==> src/rtl/coherence_ctrl_n.sv <==
// coherence_ctrl_n: N-CPU MSI snoop controller in front of a single RAM port.
// Arbitrates icache/dcache requests (dcache class first), serialises RAM
// traffic, broadcasts snoops and forwards Modified lines cache-to-cache.
// Optional macro CC_ROUND_ROBIN_EN: round-robin within a class; when it is
// undefined, arbitration is fixed priority (lowest cpuid) with no pointer.
//
// Handshake: a requester raises iREN/dREN/dWEN and holds it; its *wait output
// stays 1 until the transfer completes, then drops to 0 for exactly one cycle
// (load data valid in that cycle). RAM completes on ramstate ACCESS or ERROR.
module coherence_ctrl_n #(
  parameter int CPUS   = 2,
  parameter int WORD_W = 32
) (
  input  logic                     CLK,
  input  logic                     nRST,
  input  logic [CPUS-1:0]          iREN,
  input  logic [CPUS*WORD_W-1:0]   iaddr,
  output logic [CPUS-1:0]          iwait,
  output logic [CPUS*WORD_W-1:0]   iload,
  input  logic [CPUS-1:0]          dREN,
  input  logic [CPUS-1:0]          dWEN,
  input  logic [CPUS*WORD_W-1:0]   daddr,
  input  logic [CPUS*WORD_W-1:0]   dstore,
  output logic [CPUS-1:0]          dwait,
  output logic [CPUS*WORD_W-1:0]   dload,
  input  logic [CPUS-1:0]          cctrans,
  input  logic [CPUS-1:0]          ccwrite,
  output logic [CPUS-1:0]          ccwait,
  output logic [CPUS-1:0]          ccinv,
  output logic [CPUS*WORD_W-1:0]   ccsnoopaddr,
  output logic                     ramREN,
  output logic                     ramWEN,
  output logic [WORD_W-1:0]        ramaddr,
  output logic [WORD_W-1:0]        ramstore,
  input  logic [WORD_W-1:0]        ramload,
  input  logic [1:0]               ramstate,
  output logic [2:0]               dbg_state
);

  localparam int CW = $clog2(CPUS);

  typedef enum logic [2:0] {
    S_IDLE   = 3'd0,
    S_ARB    = 3'd1,
    S_IFETCH = 3'd2,
    S_DWRITE = 3'd3,
    S_SNOOP  = 3'd4,
    S_FWD    = 3'd5,
    S_DFILL  = 3'd6
  } state_t;

  state_t        state_q, state_d;
  logic [CW-1:0] gnt_q, gnt_d;
  logic [CW-1:0] resp_q, resp_d;
  logic          snp_cnt_q, snp_cnt_d;

  logic [WORD_W-1:0] iaddr_a [CPUS];
  logic [WORD_W-1:0] daddr_a [CPUS];
  logic [WORD_W-1:0] dstore_a [CPUS];
  logic [WORD_W-1:0] iload_a [CPUS];
  logic [WORD_W-1:0] dload_a [CPUS];
  logic [WORD_W-1:0] snp_a [CPUS];

  logic [CPUS-1:0] dreq, areq;
  logic            arb_found;
  logic [CW-1:0]   arb_idx;
  int              arb_pos;
  logic            resp_hit;
  logic [CW-1:0]   resp_idx;
  logic            ram_done;
  logic            txn_done;

  // Pack/unpack per-CPU word buses
  for (genvar c = 0; c < CPUS; c++) begin : g_words
    assign iaddr_a[c]  = iaddr[c*WORD_W +: WORD_W];
    assign daddr_a[c]  = daddr[c*WORD_W +: WORD_W];
    assign dstore_a[c] = dstore[c*WORD_W +: WORD_W];
    assign iload[c*WORD_W +: WORD_W]       = iload_a[c];
    assign dload[c*WORD_W +: WORD_W]       = dload_a[c];
    assign ccsnoopaddr[c*WORD_W +: WORD_W] = snp_a[c];
  end

  assign ram_done  = (ramstate == 2'd2) || (ramstate == 2'd3);
  assign dbg_state = state_q;

`ifdef CC_ROUND_ROBIN_EN
  // Pointer holds the cpuid searched first; it moves past the winner on completion
  logic [CW-1:0] ptr_q, ptr_d;

  // Round-robin pointer register
  always_ff @(posedge CLK or negedge nRST) begin
    if (!nRST) ptr_q <= '0;
    else       ptr_q <= ptr_d;
  end

  // Advance pointer to (granted + 1) mod CPUS when a transaction completes
  always_comb begin
    ptr_d = ptr_q;
    if (txn_done) ptr_d = (gnt_q == CW'(CPUS-1)) ? '0 : gnt_q + 1'b1;
  end
`endif

  // Arbiter: dcache class wins outright, then search within the winning class
  always_comb begin
    dreq      = dREN | dWEN;
    areq      = (|dreq) ? dreq : iREN;
    arb_found = 1'b0;
    arb_idx   = '0;
    arb_pos   = 0;
    for (int k = 0; k < CPUS; k++) begin
`ifdef CC_ROUND_ROBIN_EN
      arb_pos = int'(ptr_q) + k;
      if (arb_pos >= CPUS) arb_pos = arb_pos - CPUS;
`else
      arb_pos = k;
`endif
      if (!arb_found && areq[CW'(arb_pos)]) begin
        arb_found = 1'b1;
        arb_idx   = CW'(arb_pos);
      end
    end
  end

  // Snoop responder: lowest other CPU writing back a Modified line
  always_comb begin
    resp_hit = 1'b0;
    resp_idx = '0;
    for (int j = 0; j < CPUS; j++) begin
      if (!resp_hit && CW'(j) != gnt_q && dWEN[CW'(j)] && ccwrite[CW'(j)]) begin
        resp_hit = 1'b1;
        resp_idx = CW'(j);
      end
    end
  end

  // FSM state, grant, responder and snoop-cycle registers
  always_ff @(posedge CLK or negedge nRST) begin
    if (!nRST) begin
      state_q   <= S_IDLE;
      gnt_q     <= '0;
      resp_q    <= '0;
      snp_cnt_q <= 1'b0;
    end else begin
      state_q   <= state_d;
      gnt_q     <= gnt_d;
      resp_q    <= resp_d;
      snp_cnt_q <= snp_cnt_d;
    end
  end

  // Next-state and all outputs; outputs are a function of the registered state
  always_comb begin
    state_d   = state_q;
    gnt_d     = gnt_q;
    resp_d    = resp_q;
    snp_cnt_d = 1'b0;
    txn_done  = 1'b0;
    iwait     = '1;
    dwait     = '1;
    ccwait    = '0;
    ccinv     = '0;
    iload_a   = '{default: '0};
    dload_a   = '{default: '0};
    snp_a     = '{default: '0};
    ramREN    = 1'b0;
    ramWEN    = 1'b0;
    ramaddr   = '0;
    ramstore  = '0;
    case (state_q)
      S_IDLE: begin
        if (|(dREN | dWEN | iREN)) state_d = S_ARB;
      end
      S_ARB: begin
        if (!arb_found) begin
          state_d = S_IDLE;
        end else begin
          gnt_d = arb_idx;
          if (|dreq) begin
            if (dWEN[arb_idx])         state_d = S_DWRITE;
            else if (cctrans[arb_idx]) state_d = S_SNOOP;
            else                       state_d = S_DFILL;
          end else begin
            state_d = S_IFETCH;
          end
        end
      end
      S_IFETCH: begin
        ramREN  = 1'b1;
        ramaddr = iaddr_a[gnt_q];
        if (ram_done) begin
          iwait[gnt_q]   = 1'b0;
          iload_a[gnt_q] = ramload;
          txn_done       = 1'b1;
          state_d        = S_IDLE;
        end
      end
      S_DWRITE: begin
        ramWEN   = 1'b1;
        ramaddr  = daddr_a[gnt_q];
        ramstore = dstore_a[gnt_q];
        if (ram_done) begin
          dwait[gnt_q] = 1'b0;
          txn_done     = 1'b1;
          state_d      = S_IDLE;
        end
      end
      S_SNOOP: begin
        for (int j = 0; j < CPUS; j++) begin
          if (CW'(j) != gnt_q) begin
            ccwait[CW'(j)] = 1'b1;
            ccinv[CW'(j)]  = ccwrite[gnt_q];
            snp_a[j]       = daddr_a[gnt_q];
          end
        end
        // First cycle arms the counter; responses are judged in the second
        if (!snp_cnt_q) begin
          snp_cnt_d = 1'b1;
        end else begin
          resp_d  = resp_idx;
          state_d = resp_hit ? S_FWD : S_DFILL;
        end
      end
      S_FWD: begin
        dload_a[gnt_q] = dstore_a[resp_q];
        ramWEN         = 1'b1;
        ramaddr        = daddr_a[gnt_q];
        ramstore       = dstore_a[resp_q];
        if (ram_done) begin
          dwait[gnt_q]  = 1'b0;
          dwait[resp_q] = 1'b0;
          txn_done      = 1'b1;
          state_d       = S_IDLE;
        end
      end
      S_DFILL: begin
        ramREN  = 1'b1;
        ramaddr = daddr_a[gnt_q];
        if (ram_done) begin
          dwait[gnt_q]   = 1'b0;
          dload_a[gnt_q] = ramload;
          txn_done       = 1'b1;
          state_d        = S_IDLE;
        end
      end
      default: state_d = S_IDLE;
    endcase
  end

endmodule

==> config.mk <==
export PLATFORM = sky130hd
export DESIGN_NAME = coherence_ctrl_n
export DESIGN_NICKNAME = d
export VERILOG_FILES = /design/src/rtl/coherence_ctrl_n.sv
export SDC_FILE = /design/constraint.sdc
export NUM_CORES = 1
export LEC_CHECK = 0
export CAP_MARGIN = 20
export CORE_AREA = 2 2 195 197
export DETAILED_ROUTE_END_ITERATION = 10
export DIE_AREA = 0 0 197 199
export PLACE_DENSITY = 0.47
export SKIP_LAST_GASP = 1
export SYNTH_ARGS = -nofsm -noshare
export SYNTH_HDL_FRONTEND = slang
export SYNTH_SLANG_ARGS = --single-unit
==> constraint.sdc <==
create_clock -name CLK -period 1.8 [get_ports CLK]
set_input_delay 0.36 -clock CLK [delete_from_list [all_inputs] [get_ports CLK]]
set_output_delay 0.36 -clock CLK [all_outputs]
set_load 0.01 [all_outputs]
After elaboration in Yosys (flattened, before gate mapping)
Cells that the tools add are included.

storage, ports and cells
  output and inout bits = 269
  word-level logic and storage cells = 47
  memories kept = 0
  latch bits = 0
  input port bits = 238
  bits in writable memories = 0
  memory bits (read-only) = 0
  flip-flop bits (word level) = 4

cells by class
  add/subtract/negate cells = 0
  bitwise logic cells = 2
  eq/ne operators = 11
  divide/modulo/power cells = 0
  $mul = 0
  shifts and indexed selects = 0
  magnitude comparators = 0
  reduce and logical (&&, ||, !) cells = 9
  multiplexer cells = 23

operator list
  kind                                                   count
  2-to-1 mux 64 bit                                      2
  case mux 64 bit (2 select lines)                       1
  2-to-1 mux 32 bit                                      2
  case mux 32 bit (2 select lines)                       1
  2-to-1 mux 3 bit                                       6
  case mux 3 bit (4 select lines)                        1
  equality test 3 bit, second input constant             3
  2-to-1 mux 1 bit                                       9
  OR reduction 2 bit                                     4
  equality test 3 x 2 -> 1 bit, second input constant    2
  equality test 2 bit, second input constant             2
  inequality test 2 bit, second input constant           2
  OR 2 bit                                               2
  OR reduction 4 bit                                     1
  equality test 3 x 1 -> 1 bit, second input constant    1
  zero test 3 bit                                        1
  AND reduction 3 bit                                    1
  OR reduction 3 bit                                     1
  2-to-1 mux 2 bit                                       1
  inequality test 2 x 1 -> 1 bit, second input constant  1
  logical OR 1 bit                                       1

Longest topological paths before layout
Gate-level depths: netlist of run 1.

  word-level depth = 6
  gate-level depth with buffers = 6
  depth with buffers taken out = 4

Least setup slack after synthesis of run 1
OpenSTA, ideal clock, no wires.

  kind = reg-to-output
  from = register state_q[0] (netlist: dbg_state[0])
  to = output port iload[0]
  required time = 1.440 ns
  path buffers = 3
  cell stages (with the launch flop) = 7
  data arrival time = 1.325 ns
  setup slack = 0.115 ns
  path through = dfrtp_1 > buf_6 > nor2b_4 > nor2b_4 > buf_6 > buf_4 > and3_1

on the way
  word-level cells in the longest chain between the ends = 2

ends and longest elaborated chain
  what                          RTL line  text
  start, declared               52        state_t state_q, state_d;
  start signal, assigned        144       state_q <= state_d;
  equality test 3 x 2 -> 1 bit  169       case (state_q)
  2-to-1 mux 64 bit             169
  end, declared                 19        output logic [CPUS*WORD_W-1:0] iload,

No other way between the ends.

Worst setup path in the final report of run 1
  from = register state_q[0] (netlist: dbg_state[0])
  to = output port ramaddr[18]

on the way
  word-level cells in the longest chain between the ends = 3
  elaborated cells on any way between the ends = 6
  classes of those cells = 4 x eq/ne; 1 x mux; 1 x reduce/logical

ends and longest elaborated chain
  what                                                                 RTL line  text
  equality test 3 bit or equality test 3 x 2 -> 1 bit (tied branches)  169
  OR reduction 3 bit (no line)                                         --
  case mux 32 bit (2 select lines) *                                   169
  end, declared                                                        33        output logic [WORD_W-1:0] ramaddr,

Every way passes the cells marked *; elsewhere a longest branch is shown, timed or not.

==> summary.txt, run 1 <==
FF-to-FF Start -> dbg_state[0]$_DFFE_PN0P_
Data arrival, critical path -> 1.79 ns
Share of cells above drive strength 1 -> 36.9%
PD cells -> 1280 mW/mm^2
Synthesis-to-finish area growth -> 149%
Post-route cell area -> 0.00631 sq mm
1st-iter DRT viols -> 79
Top FF cell, synth -> dfrtp_1
Total GRT Usage -> 8.44%
TritonCTS clock tree -> yes
Slew Viols, Final -> 0
Leakage power -> 3.23 nW
Post-synth top area cell -> buf_4
Ports -> 507
Setup CP Type -> register to output pin
Via count -> 3766
Number of synthesized flops with an enable pin -> 0
Final worst path period share -> 119%
Synth Register Bits -> 4
Synth cell count leaders -> buf_4, and3_1, a22o_1, clkbuf_1, buf_6
Top-count cell post-synth -> buf_4
Hold/Removal Path Class -> input port to asynchronous set/reset pin
Core ar. -> 0.0371 sq mm
FFs w/ async S/R, synth -> 100%
Clock buffer depth -> 2
Crit path launch type -> register
Post-route ant nets -> 0
Critical Path Source -> dbg_state[0]$_DFFE_PN0P_
Worst EP required -> 1.44 ns
Root Driver -> clkbuf_16
Hold WS -> 0.328 ns
Cts hold-fix bufs -> 0
Unrepaired setup endpoints after global routing -> true
Initial antenna violation count -> 4
Initial core utilization -> 6.83%
Die area -> 0.0392 sq mm
Share of the yosys chip area belonging to registers -> 3.94%
Syn Inst Count -> 343
VDD IR max -> 0.475 mV
Top cells by area, synth -> buf_4, and3_1, a22o_1, dfrtp_1, buf_6
Total grt overflow -> 0
Fmax -> 466 MHz
Status -> complete, but fails checks
Routability cong. -> 0.749
H-tree levels -> 1
Latest clock arrival within the worst-skew pair -> 0.23 ns
Count of cell types in the netlist -> 29
Final WL -> 18600 microns
Die W -> 197 microns
# clock sinks -> 4
CP endpoint kind -> output pin
Layout Utilization -> 17.0%
Post-route setup slack -> -0.345 ns
Mapped Avg Cell Area -> 7.40 sq um
Fillers -> 4264
Number of global-route vias before repair -> 3637
Die Height -> 199 microns
Largest net degree at the start of global routing -> 41
Placed Instance Area -> 0.00599 sq mm
Std cell rows -> 71
Layout Nets -> 922
Synth Warn # -> 0
Post-synth design cell area -> 0.00254 sq mm
First-pass GRT wire length -> 23900 microns
Max-cap violations -> 0
DR vias/cell -> 3.24
1st-pass router iterations -> 5
Crit path max fanout -> 10
Final min period -> 2.15 ns
I/O Buffers -> 304
Average wire per standard cell -> 16.0 microns
Share of the synthesized area in the top cell type -> 32.2%
Clock transition at path regs -> 0.03 ns
Post-Route Skew -> 0.00514 ns
Final hold viol count -> 0
Drc violations -> 0
Final setup viols -> 163
Setup TNS -> -35.01 ns
Failing checks -> negative setup slack
CTS buffer count -> 3
Post-DP HPWL -> 12500 microns
Pre-CTS setup slack -> -0.559 ns
registers in the layout (all words and copies together) (netlist names):
name and flops:
dbg_state 3, snp_cnt_q 1
cells in the final DEF, fill, tap and decap left out, types with 2 or more instances in the layout:
cell,count
buf_16,6
buf_4,31
clkbuf_2,41
clkdlybuf4s15_2,10
nor2_1,4
diode_2,6
and3_1,79
nand2_1,4
buf_2,70
buf_6,32
conb_1,102
clkbuf_16,5
mux2i_1,2
dlymetal6s2s_1,3
a22o_1,63
nand3b_1,2
buf_8,2
nor2b_4,2
and3_4,19
clkdlybuf4s50_1,138
a21oi_1,2
dlygate4sd2_1,2
clkdlybuf4s15_1,15
buf_12,24
o21ai_0,4
dfrtp_1,3
worst max-delay path, stage by stage, from the launching register on:
cell	delay, ns
dfrtp_2	0.44
buf_6	0.15
xnor2_4	0.16
a21oi_4	0.08
buf_12	0.14
buf_12	0.14
buf_12	0.13
a22o_1	0.17
buf_2	0.14
power breakdown:
| group | switching, mW | total [mW] | internal (mW) |
|---|---|---|---|
| clock | 0.0702 | 0.363 | 0.293 |
| combinational | 3.53 | 7.54 | 4.01 |
| sequential | 0.0414 | 0.173 | 0.132 |
layer usage:
metal | part of all wire [%] | up-vias | global-route usage (%)
li1 | - | 1730 | -
met1 | 35 | 1699 | 8.36
met2 | 54 | 313 | 17.6
met4 | 2.3 | 0 | 2.42
met3 | 8.6 | 24 | 1.54
met5 | 0 | - | 0
area by class of cell:
class	count	area, sq um	area share [%]
multi-input cells	297	1940	30.8
inverters	2	7.51	0.119
well taps	474	593	9.39
diodes	6	15.0	0.238
flip-flops and latches	4	101	1.61
clock buffers	4	78.8	1.25
repair buffers	376	3570	56.6
metrics by stage:
step / std cells / total power [mW]
after global routing: 1161 / 8.65
after CTS: 1155 / 8.20
after floorplan: 443 / 2.97
final: 1163 / 8.07
after global placement: 1119 / 6.40
after detailed placement: 1119 / 6.33
timing repair:
item | CTS | global route
setup endpoints to repair | 164 | 168
buffers inserted | 21 | 8
cloned | 12 | 2
gates resized for setup | 515 | 140
pin swaps | 5 | 19
logic make-up after synthesis:
kind of cell / Yosys count / synth area share [%]
muxes: 2 / 0.789
DFF: 4 / 3.94
AOI/OAI and AO/OA: 73 / 24.5
other: 2 / 0.296
and+or+nand+nor: 118 / 29.6
buffers and inverters: 142 / 39.9
xor gates and xnor gates: 2 / 0.986
final timing paths:
path | end | slack (ns) | cells after the start
setup / recovery | ramaddr[18] | -0.35 | 8
hold / removal | dbg_state[1]$_DFFE_PN0P_ | 0.33 | 1
setup reg to reg | dbg_state[0]$_DFFE_PN0P_ | 0.07 | 9
hold reg to reg | snp_cnt_q$_DFF_PN0_ | 0.44 | 1
max in group asynchronous | dbg_state[0]$_DFFE_PN0P_ | 1.30 | 1
min in group CLK | snp_cnt_q$_DFF_PN0_ | 0.44 | 1
Note: power is estimated with default switching activity, not from simulation.
==> run 2: changes to the inputs <==
--- a/config.mk
+++ b/config.mk
@@ -7,9 +7,11 @@
 export LEC_CHECK = 0
 export CAP_MARGIN = 20
 export CORE_AREA = 2 2 195 197
+export CTS_BUF_LIST = sky130_fd_sc_hd__clkbuf_16
 export DETAILED_ROUTE_END_ITERATION = 10
 export DIE_AREA = 0 0 197 199
 export PLACE_DENSITY = 0.47
+export REMOVE_ABC_BUFFERS = 1
 export SKIP_LAST_GASP = 1
 export SYNTH_ARGS = -nofsm -noshare
 export SYNTH_HDL_FRONTEND = slang
==> summary.txt, run 2 (synthesis results as in run 1) <==
Reg2Reg Setup Slack -> -0.12 ns (-0.19 ns)
H-tree levels -> 1 (unchanged)
Hold/Removal Path Class -> input port to asynchronous set/reset pin
Failing checks -> negative setup slack
FF-to-FF Start -> dbg_state[1]$_DFFE_PN0P_
Total grt overflow -> 0 (unchanged)
Core ar. -> 0.0371 sq mm (unchanged)
Leakage power -> 3.42 nW (+5.8%)
Total GRT Usage -> 8.92% (+0.48 points)
CP endpoint kind -> output pin
Final min period -> 2.20 ns (+0.0576 ns)
Share of cells above drive strength 1 -> 51.5% (+15 points)
Data arrival, critical path -> 1.84 ns (+0.05 ns)
Largest register FFs -> 3 (unchanged)
Worst EP required -> 1.44 ns (about the same)
Std cell rows -> 71 (unchanged)
TritonCTS clock tree -> yes
Die W -> 197 microns (unchanged)
Crit path launch type -> register
VDD IR max -> 0.761 mV (+60%)
Commonest non-fill, non-tap cells in the layout -> clkdlybuf4s50_1, buf_6, conb_1
Layout Utilization -> 19.6% (+2.6 points)
Cts hold-fix bufs -> 0 (unchanged)
Via count -> 4017 (+6.7%)
Crit path max fanout -> 4 (-6)
Fmax -> 454 MHz (-2.6%)
Post-DP HPWL -> 12000 microns (-4.1%)
Most frequent CP cell -> buf_6
I/O Buffers -> 304 (unchanged)
Layout Nets -> 950 (+3.0%)
Final hold viol count -> 0 (unchanged)
1st-pass router iterations -> 4 (-1)
Clock buffer depth -> 2 (unchanged)
Unrepaired setup endpoints after global routing -> true
Fillers -> 4115 (-3.5%)
Post-route total power -> 9.85 mW (+22%)
Slowest CP cell -> dfrtp_1
Largest net degree at the start of global routing -> 38 (-7.3%)
Average wire per standard cell -> 16.5 microns (+3.0%)
First-pass GRT wire length -> 25600 microns (+7.2%)
Setup TNS -> -38.87 ns (-3.87 ns)
Max-cap violations -> 0 (unchanged)
1st-iter DRT viols -> 77 (-2.5%)
Initial antenna violation count -> 0 (-4)
Number of global-route vias before repair -> 4089 (+12%)
Status -> complete, but fails checks
PD cells -> 1350 mW/mm^2 (+5.9%)
Hold WS -> 0.350 ns (+0.0215 ns)
Ports -> 507 (unchanged)
Routability cong. -> 0.728 (-2.8%)
Worst R2R Path Depth -> 11 (+2)
Drc violations -> 0 (unchanged)
Max stage delay on crit path -> 0.39 ns (-0.05 ns)
Initial core utilization -> 6.83% (unchanged)
DR vias/cell -> 3.39 (+4.7%)
Slew Viols, Final -> 0 (unchanged)
Setup CP Type -> register to output pin
CTS buffer count -> 3 (unchanged)
Die Height -> 199 microns (unchanged)
Critical Path Source -> dbg_state[1]$_DFFE_PN0P_
CP Cell Sequence -> nor2b_4 > buf_6 > buf_12 > and3_4 > buf_12 > buf_6 > buf_6 > a22o_1 > buf_2
# clock sinks -> 4 (unchanged)
Final worst path period share -> 122% (+3.2 points)
Final setup viols -> 165 (+1.2%)
Most common cell after layout, fill and taps aside -> clkdlybuf4s50_1
Latest clock arrival within the worst-skew pair -> 0.22 ns (about the same)
Root Driver -> clkbuf_16
Synthesis-to-finish area growth -> 187%
Post-route ant nets -> 0 (unchanged)
Clock transition at path regs -> 0.03 ns (about the same)
Post-Route Skew -> 0.00277 ns (-0.00237 ns)
Final WL -> 19500 microns (+4.9%)
Post-route setup slack -> -0.403 ns (-0.0576 ns)
Die area -> 0.0392 sq mm (unchanged)
[run 2: cell type report]
type / count / area [sq um] / share of cell area, %
multi-input cells: 297 / 2280 / 31.3
inverters: 2 / 7.51 / 0.103
clock buffers: 3 / 75.1 / 1.03
well taps: 474 / 593 / 8.15
repair buffers: 404 / 4220 / 58.0
diodes: 1 / 2.50 / 0.0344
flip-flops and latches: 4 / 103 / 1.41
[run 2: final timing paths]
check,endpoint
worst max-delay path,dload[18]
worst min-delay path,dbg_state[1]$_DFFE_PN0P_
worst max register to register,dbg_state[0]$_DFFE_PN0P_
worst min register to register,snp_cnt_q$_DFF_PN0_
max in group asynchronous,dbg_state[2]$_DFFE_PN0P_
min in group CLK,snp_cnt_q$_DFF_PN0_
[run 2: per-stage QoR]
| step | std cells | instance area [sq um] | setup slack, ns |
|---|---|---|---|
| 2_1_floorplan | 303 | 1910 | -0.658 |
| 3_3_place_gp | 1106 | 5840 | -0.594 |
| 3_5_place_dp | 1106 | 5840 | -0.612 |
| 4_1_cts | 1189 | 6910 | -0.468 |
| 5_1_grt | 1184 | 7270 | -0.454 |
| 6_report | 1185 | 7280 | -0.403 |
[run 2: critical path, delay by kind of cell, from the launching register on]
| kind | cells | cell delay (ns) |
|---|---|---|
| buf+inv | 6 | 0.71 |
| flops | 1 | 0.39 |
| simple gates | 2 | 0.31 |
| compound gates | 1 | 0.19 |
[run 2: timing repair]
item | in CTS | in global routing
setup buffers | 67 | 17
pin swaps | 19 | 26
cloned | 16 | 2
endpoints found under the setup margin | 166 | 169
resized for setup | 779 | 168
[run 2: layer usage]
layer / vias to the layer above / global-route usage (%) / wire [microns] / share of wire (%)
li1: 1792 / - / - / -
met1: 1849 / 8.72 / 6500 / 33
met2: 331 / 18.3 / 10800 / 55
met3: 45 / 1.14 / 1410 / 7.2
met4: 0 / 4.12 / 861 / 4.4
met5: - / 0 / 0 / 0
[run 2: power breakdown]
group	total (mW)	switching (mW)	leakage, nW	internal, mW
Sequential	0.175	0.0411	0.0490	0.133
Combinational	9.34	4.02	3.33	5.32
Clock	0.343	0.0598	0.0370	0.284
==> run 3: changes to the inputs <==
--- a/config.mk
+++ b/config.mk
@@ -5,12 +5,11 @@
 export SDC_FILE = /design/constraint.sdc
 export NUM_CORES = 1
 export LEC_CHECK = 0
-export CAP_MARGIN = 20
+export CAP_MARGIN = 40
 export CORE_AREA = 2 2 195 197
-export CTS_BUF_LIST = sky130_fd_sc_hd__clkbuf_16
 export DETAILED_ROUTE_END_ITERATION = 10
 export DIE_AREA = 0 0 197 199
-export PLACE_DENSITY = 0.47
+export PLACE_DENSITY_LB_ADDON = 0.08
 export REMOVE_ABC_BUFFERS = 1
 export SKIP_LAST_GASP = 1
 export SYNTH_ARGS = -nofsm -noshare
==> summary.txt, run 3 (synthesis results as in run 1) <==
Commonest non-fill, non-tap cells in the layout -> clkdlybuf4s50_1, conb_1, buf_6
PD cells -> 1320 mW/mm^2 (-2.6%)
Die Height -> 199 microns (unchanged)
Failing checks -> negative setup slack
Status -> complete, but fails checks
Final min period -> 2.13 ns (-0.0705 ns)
Average wire per standard cell -> 18.7 microns (+14%)
Met2 GRT Util -> 21.4% (+3.1 points)
Number of global-route vias before repair -> 4141 (+1.3%)
Share of cells above drive strength 1 -> 44.8% (-6.8 points)
VDD IR max -> 0.590 mV (-23%)
Clock buffer depth -> 2 (unchanged)
Largest register FFs -> 3 (unchanged)
Layout Nets -> 937 (-1.4%)
Slew Viols, Final -> 0 (unchanged)
Setup TNS -> -36.75 ns (+2.13 ns)
# clock sinks -> 4 (unchanged)
H-tree levels -> 1 (unchanged)
Via count -> 3851 (-4.1%)
Grt met1 use -> 9.62% (+0.90 points)
Std cell rows -> 71 (unchanged)
Setup CP Type -> register to output pin
Root Driver -> clkbuf_16
Total grt overflow -> 0 (unchanged)
Hold/Removal Path Class -> input port to asynchronous set/reset pin
Fmax -> 469 MHz (+3.3%)
Final hold viol count -> 0 (unchanged)
I/O Buffers -> 304 (unchanged)
Core ar. -> 0.0371 sq mm (unchanged)
DR vias/cell -> 3.29 (-3.1%)
Initial antenna violation count -> 0 (unchanged)
Most common cell after layout, fill and taps aside -> clkdlybuf4s50_1
Routability cong. -> 0.731 (+0.43%)
Final setup viols -> 165 (unchanged)
Post-route ant nets -> 0 (unchanged)
1st-iter DRT viols -> 70 (-9.1%)
Worst EP required -> 1.44 ns (about the same)
Largest net degree at the start of global routing -> 35 (-7.9%)
CTS buffer count -> 3 (unchanged)
Final WL -> 22000 microns (+12%)
Drc violations -> 0 (unchanged)
Final worst path period share -> 118% (-3.9 points)
Crit path max fanout -> 7 (+3)
Grt peak-use layer -> met2
Post-route setup slack -> -0.332 ns (+0.0705 ns)
Leakage power -> 3.38 nW (-1.1%)
Data arrival, critical path -> 1.77 ns (-0.07 ns)
Die W -> 197 microns (unchanged)
Latest clock arrival within the worst-skew pair -> 0.22 ns (about the same)
1st-pass router iterations -> 4 (unchanged)
Post-DP HPWL -> 13700 microns (+14%)
Unrepaired setup endpoints after global routing -> true
Clock transition at path regs -> 0.03 ns (about the same)
CP endpoint kind -> output pin
Ports -> 507 (unchanged)
Synthesis-to-finish area growth -> 178%
First-pass GRT wire length -> 28700 microns (+12%)
Total GRT Usage -> 10.1% (+1.2 points)
Met3 GRT Util -> 3.17% (+2.0 points)
Crit path launch type -> register
Worst R2R Path Depth -> 11 (unchanged)
Initial core utilization -> 6.83% (unchanged)
Die area -> 0.0392 sq mm (unchanged)
TritonCTS clock tree -> yes
Placed Instance Area -> 0.00579 sq mm (-0.90%)
Post-Route Skew -> 0.000804 ns (-0.00196 ns)
Post-route cell area -> 0.00705 sq mm (-3.1%)
Max-cap violations -> 0 (unchanged)
==> run 3: cell count changes in the layout (fill, tap and decap cells not counted), sizes merged <==
cell           change
buf               -38
clkbuf            +11
clkdlybuf4s15     +13
dlygate4sd2        +2
dlymetal6s2s       -1
==> run 3: critical path: stages (launching register included) <==
cell	delay, ns
dfrtp_1	0.41
buf_6	0.15
buf_6	0.11
a21oi_4	0.15
a21oi_4	0.06
buf_6	0.15
buf_16	0.14
a22o_4	0.24
buf_6	0.12
==> run 3: through the flow <==
stage          std cells  power [mW]  utilization (%)  hold WS, ns  setup slack [ns]
3_5_place_dp        1102        6.06             15.6        0.428            -0.619
5_1_grt             1171        9.94             19.0        0.369            -0.381
3_3_place_gp        1102        6.17             15.6        0.428            -0.602
2_1_floorplan        303        2.38                -       0.0644            -0.658
6_report            1172        9.30             19.0        0.357            -0.332
4_1_cts             1172        9.39             18.7        0.358            -0.430
==> run 3: routing by layer <==
layer	up-vias	share of wire [%]
met5	-	0
met4	0	0.077
met3	2	11
met2	287	56
met1	1805	34
li1	1757	-
==> run 3: where the power goes <==
part | switching [mW] | total [mW] | internal [mW]
Clock | 0.0615 | 0.345 | 0.284
Combinational | 3.99 | 8.76 | 4.77
Sequential | 0.0622 | 0.201 | 0.138
==> run 3: final timing paths <==
path	start	endpoint	slack, ns
min reg2reg	snp_cnt_q$_DFF_PN0_	snp_cnt_q$_DFF_PN0_	0.43
max	dbg_state[1]$_DFFE_PN0P_	ramaddr[14]	-0.33
min	nRST	dbg_state[1]$_DFFE_PN0P_	0.36
max in group asynchronous	nRST	dbg_state[2]$_DFFE_PN0P_	1.23
min in group CLK	snp_cnt_q$_DFF_PN0_	snp_cnt_q$_DFF_PN0_	0.43
max reg2reg	dbg_state[0]$_DFFE_PN0P_	dbg_state[0]$_DFFE_PN0P_	-0.06
==> run 3: area by class of cell <==
cell class | count | area, sq um
fill | 4194 | 30100
timing repair buffer | 391 | 4130
multi-input combinational | 297 | 2140
tap | 474 | 593
sequential | 4 | 105
clock buffer | 3 | 75.1
inverter | 2 | 10.0
antenna | 1 | 2.50
==> run 3: what timing repair did <==
action                     4_1_cts  5_1_grt
hold buffers                     0        0
setup buffers                   49       17
gates cloned                    22        3
setup endpoints to repair      166      168
pin swaps                       32       41
gates resized for setup        628      229
==> edit: new RTL, config.mk and constraints of run 3 <==
Set the parameter `WORD_W` to 16 (it was 32).
--- a/src/rtl/coherence_ctrl_n.sv
+++ b/src/rtl/coherence_ctrl_n.sv
@@ -10,5 +10,5 @@
 module coherence_ctrl_n #(
   parameter int CPUS   = 2,
-  parameter int WORD_W = 32
+  parameter int WORD_W = 16
 ) (
   input  logic                     CLK,
Interface: changed (9 resized); port bits go from 507 to 267. No check against the original RTL was run, so the function may have changed too.
==> edit against run 3 <==
The run still ends with setup timing left; worst setup slack better by 0.081 ns; die area stayed put; synthesized area is 44% lower; cell area is 40% lower; fmax is 4.0% higher; largest power group unchanged; routed wire length is 50% lower; sequential cell count stayed put; largest cell class unchanged; power is 41% lower.
==> edit: results (changes against run 3) <==
Status -> finished with violations
Violated checks -> setup timing
Largest fanout on the critical path -> 6 (-1)
Sequential fraction of the synthesis area -> 7.055% (+3.1 points)
Setup WS post-layout -> -0.2510 ns (+0.08142 ns)
Maximum VDD drop -> 0.3650 mV (-38%)
Dominant cells by area after synthesis -> buf_4, a22o_1, and3_1
Top post-synthesis cells by count -> buf_4, and3_1, a22o_1
Layout cells sized above 1 -> 49.11% (+4.3 points)
Total GRT Usage -> 5.158% (-4.9 points)
Placed cells -> 835 (-24%)
Worst R2R End -> dbg_state[1]
Initial antenna violation count -> 0 (unchanged)
Routed WL -> 11050 µm (-50%)
Most used DFF post-synth -> dfrtp_1
Asr flop ratio synth -> 100.0% (unchanged)
Fillers -> 4333 (+3.3%)
Vias in the first global route -> 2178 (-47%)
Compound-Gate Fraction of Synth Area -> 27.34% (+2.9 points)
Ant. Diodes -> 0 (-1)
Critical Path Source -> dbg_state[0]
Largest net degree at the start of global routing -> 20 (-43%)
Cells on worst reg2reg path -> 6 (-5)
1st-iter DRT viols -> 23 (-67%)
First-pass GRT wire length -> 14820 µm (-48%)
Final net count -> 521 (-44%)
Placed instance area -> 3607 µm² (-38%)
Ys Warns -> 0 (unchanged)
Worst setup path endpoint -> dload[5]
PortBufs -> 160 (-47%)
XOR/XNOR share of the synthesized area -> 0.6173% (-0.37 points)
CP arrival -> 1.69 ns (-0.08 ns)
Worst r2r src -> dbg_state[2]
Max incr delay on CP -> 0.40 ns
Post-Layout Cell Count -> 867 (-26%)
GP Congestion -> 0.6595 (-9.7%)
Clock Skew -> 0.00002977 ns (-0.0007743 ns)
Initial DRT Pass Iterations -> 3 (-1)
CTS buffer count -> 3 (unchanged)
Static leakage -> 1.882 nW (-44%)
Final setup fails -> 82 (-50%)
Mean Syn Cell Area -> 7.314 µm² (-1.1%)
Drt via density -> 2.413 (-27%)
Multiplexer area fraction after synthesis -> 0.7055% (-0.083 points)
Synth Area in Adders -> 0% (unchanged)
Detail Placement HPWL -> 8349 µm (-39%)
Worst R2R Setup Slack -> 0.16 ns (+0.22 ns)
edit: timing repair:
| item | in CTS | in global routing |
|---|---|---|
| cloned | 7 | 2 |
| setup buffers | 21 | 9 |
| pin swaps | 27 | 24 |
| gates resized for setup | 388 | 97 |
| setup endpoints to repair | 85 | 86 |
edit: per-stage QoR:
| stage | hold slack [ns] | TNS [ns] | utilization [%] | power (W) | setup WS (ns) |
|---|---|---|---|---|---|
| after floorplan | 0.06441 | -26.19 | - | 0.001467 | -0.6850 |
| after global placement | 0.4346 | -32.24 | 9.714 | 0.004030 | -0.4867 |
| after detailed placement | 0.4342 | -31.20 | 9.714 | 0.003943 | -0.4718 |
| after CTS | 0.3539 | -16.42 | 10.94 | 0.005438 | -0.2987 |
| after global routing | 0.3523 | -18.67 | 11.43 | 0.005871 | -0.3297 |
| final | 0.3429 | -12.55 | 11.43 | 0.005450 | -0.2510 |
edit: cell type report:
type                       count  area (µm²)  share of cell area, %
clock buffer                   3       75.07                  1.769
sequential                     4       102.6                  2.418
multi-input combinational    167        1227                  28.93
tap                          474       593.1                  13.98
timing repair buffer         215        2225                  52.43
inverter                       4       20.02                 0.4718
edit: cells by family after synthesis:
family | after synthesis
xor+xnor | 1
simple gates | 65
compound gates | 46
mux | 1
flops | 4
buf+inv | 75
other cells | 2
edit: power by group:
group,internal (W),switching (W)
logic,0.00278,0.00212
clock network,0.000283,0.0000589
registers,0.000137,0.0000712
total,0.00320,0.00225
edit: metal layers:
layer	share of wire (%)	routed length (µm)	track usage (%)
met3	7.4	820	1.272
met4	0.52	57	0.8354
met5	0	0	0
met2	58	6448	10.80
met1	34	3727	5.095
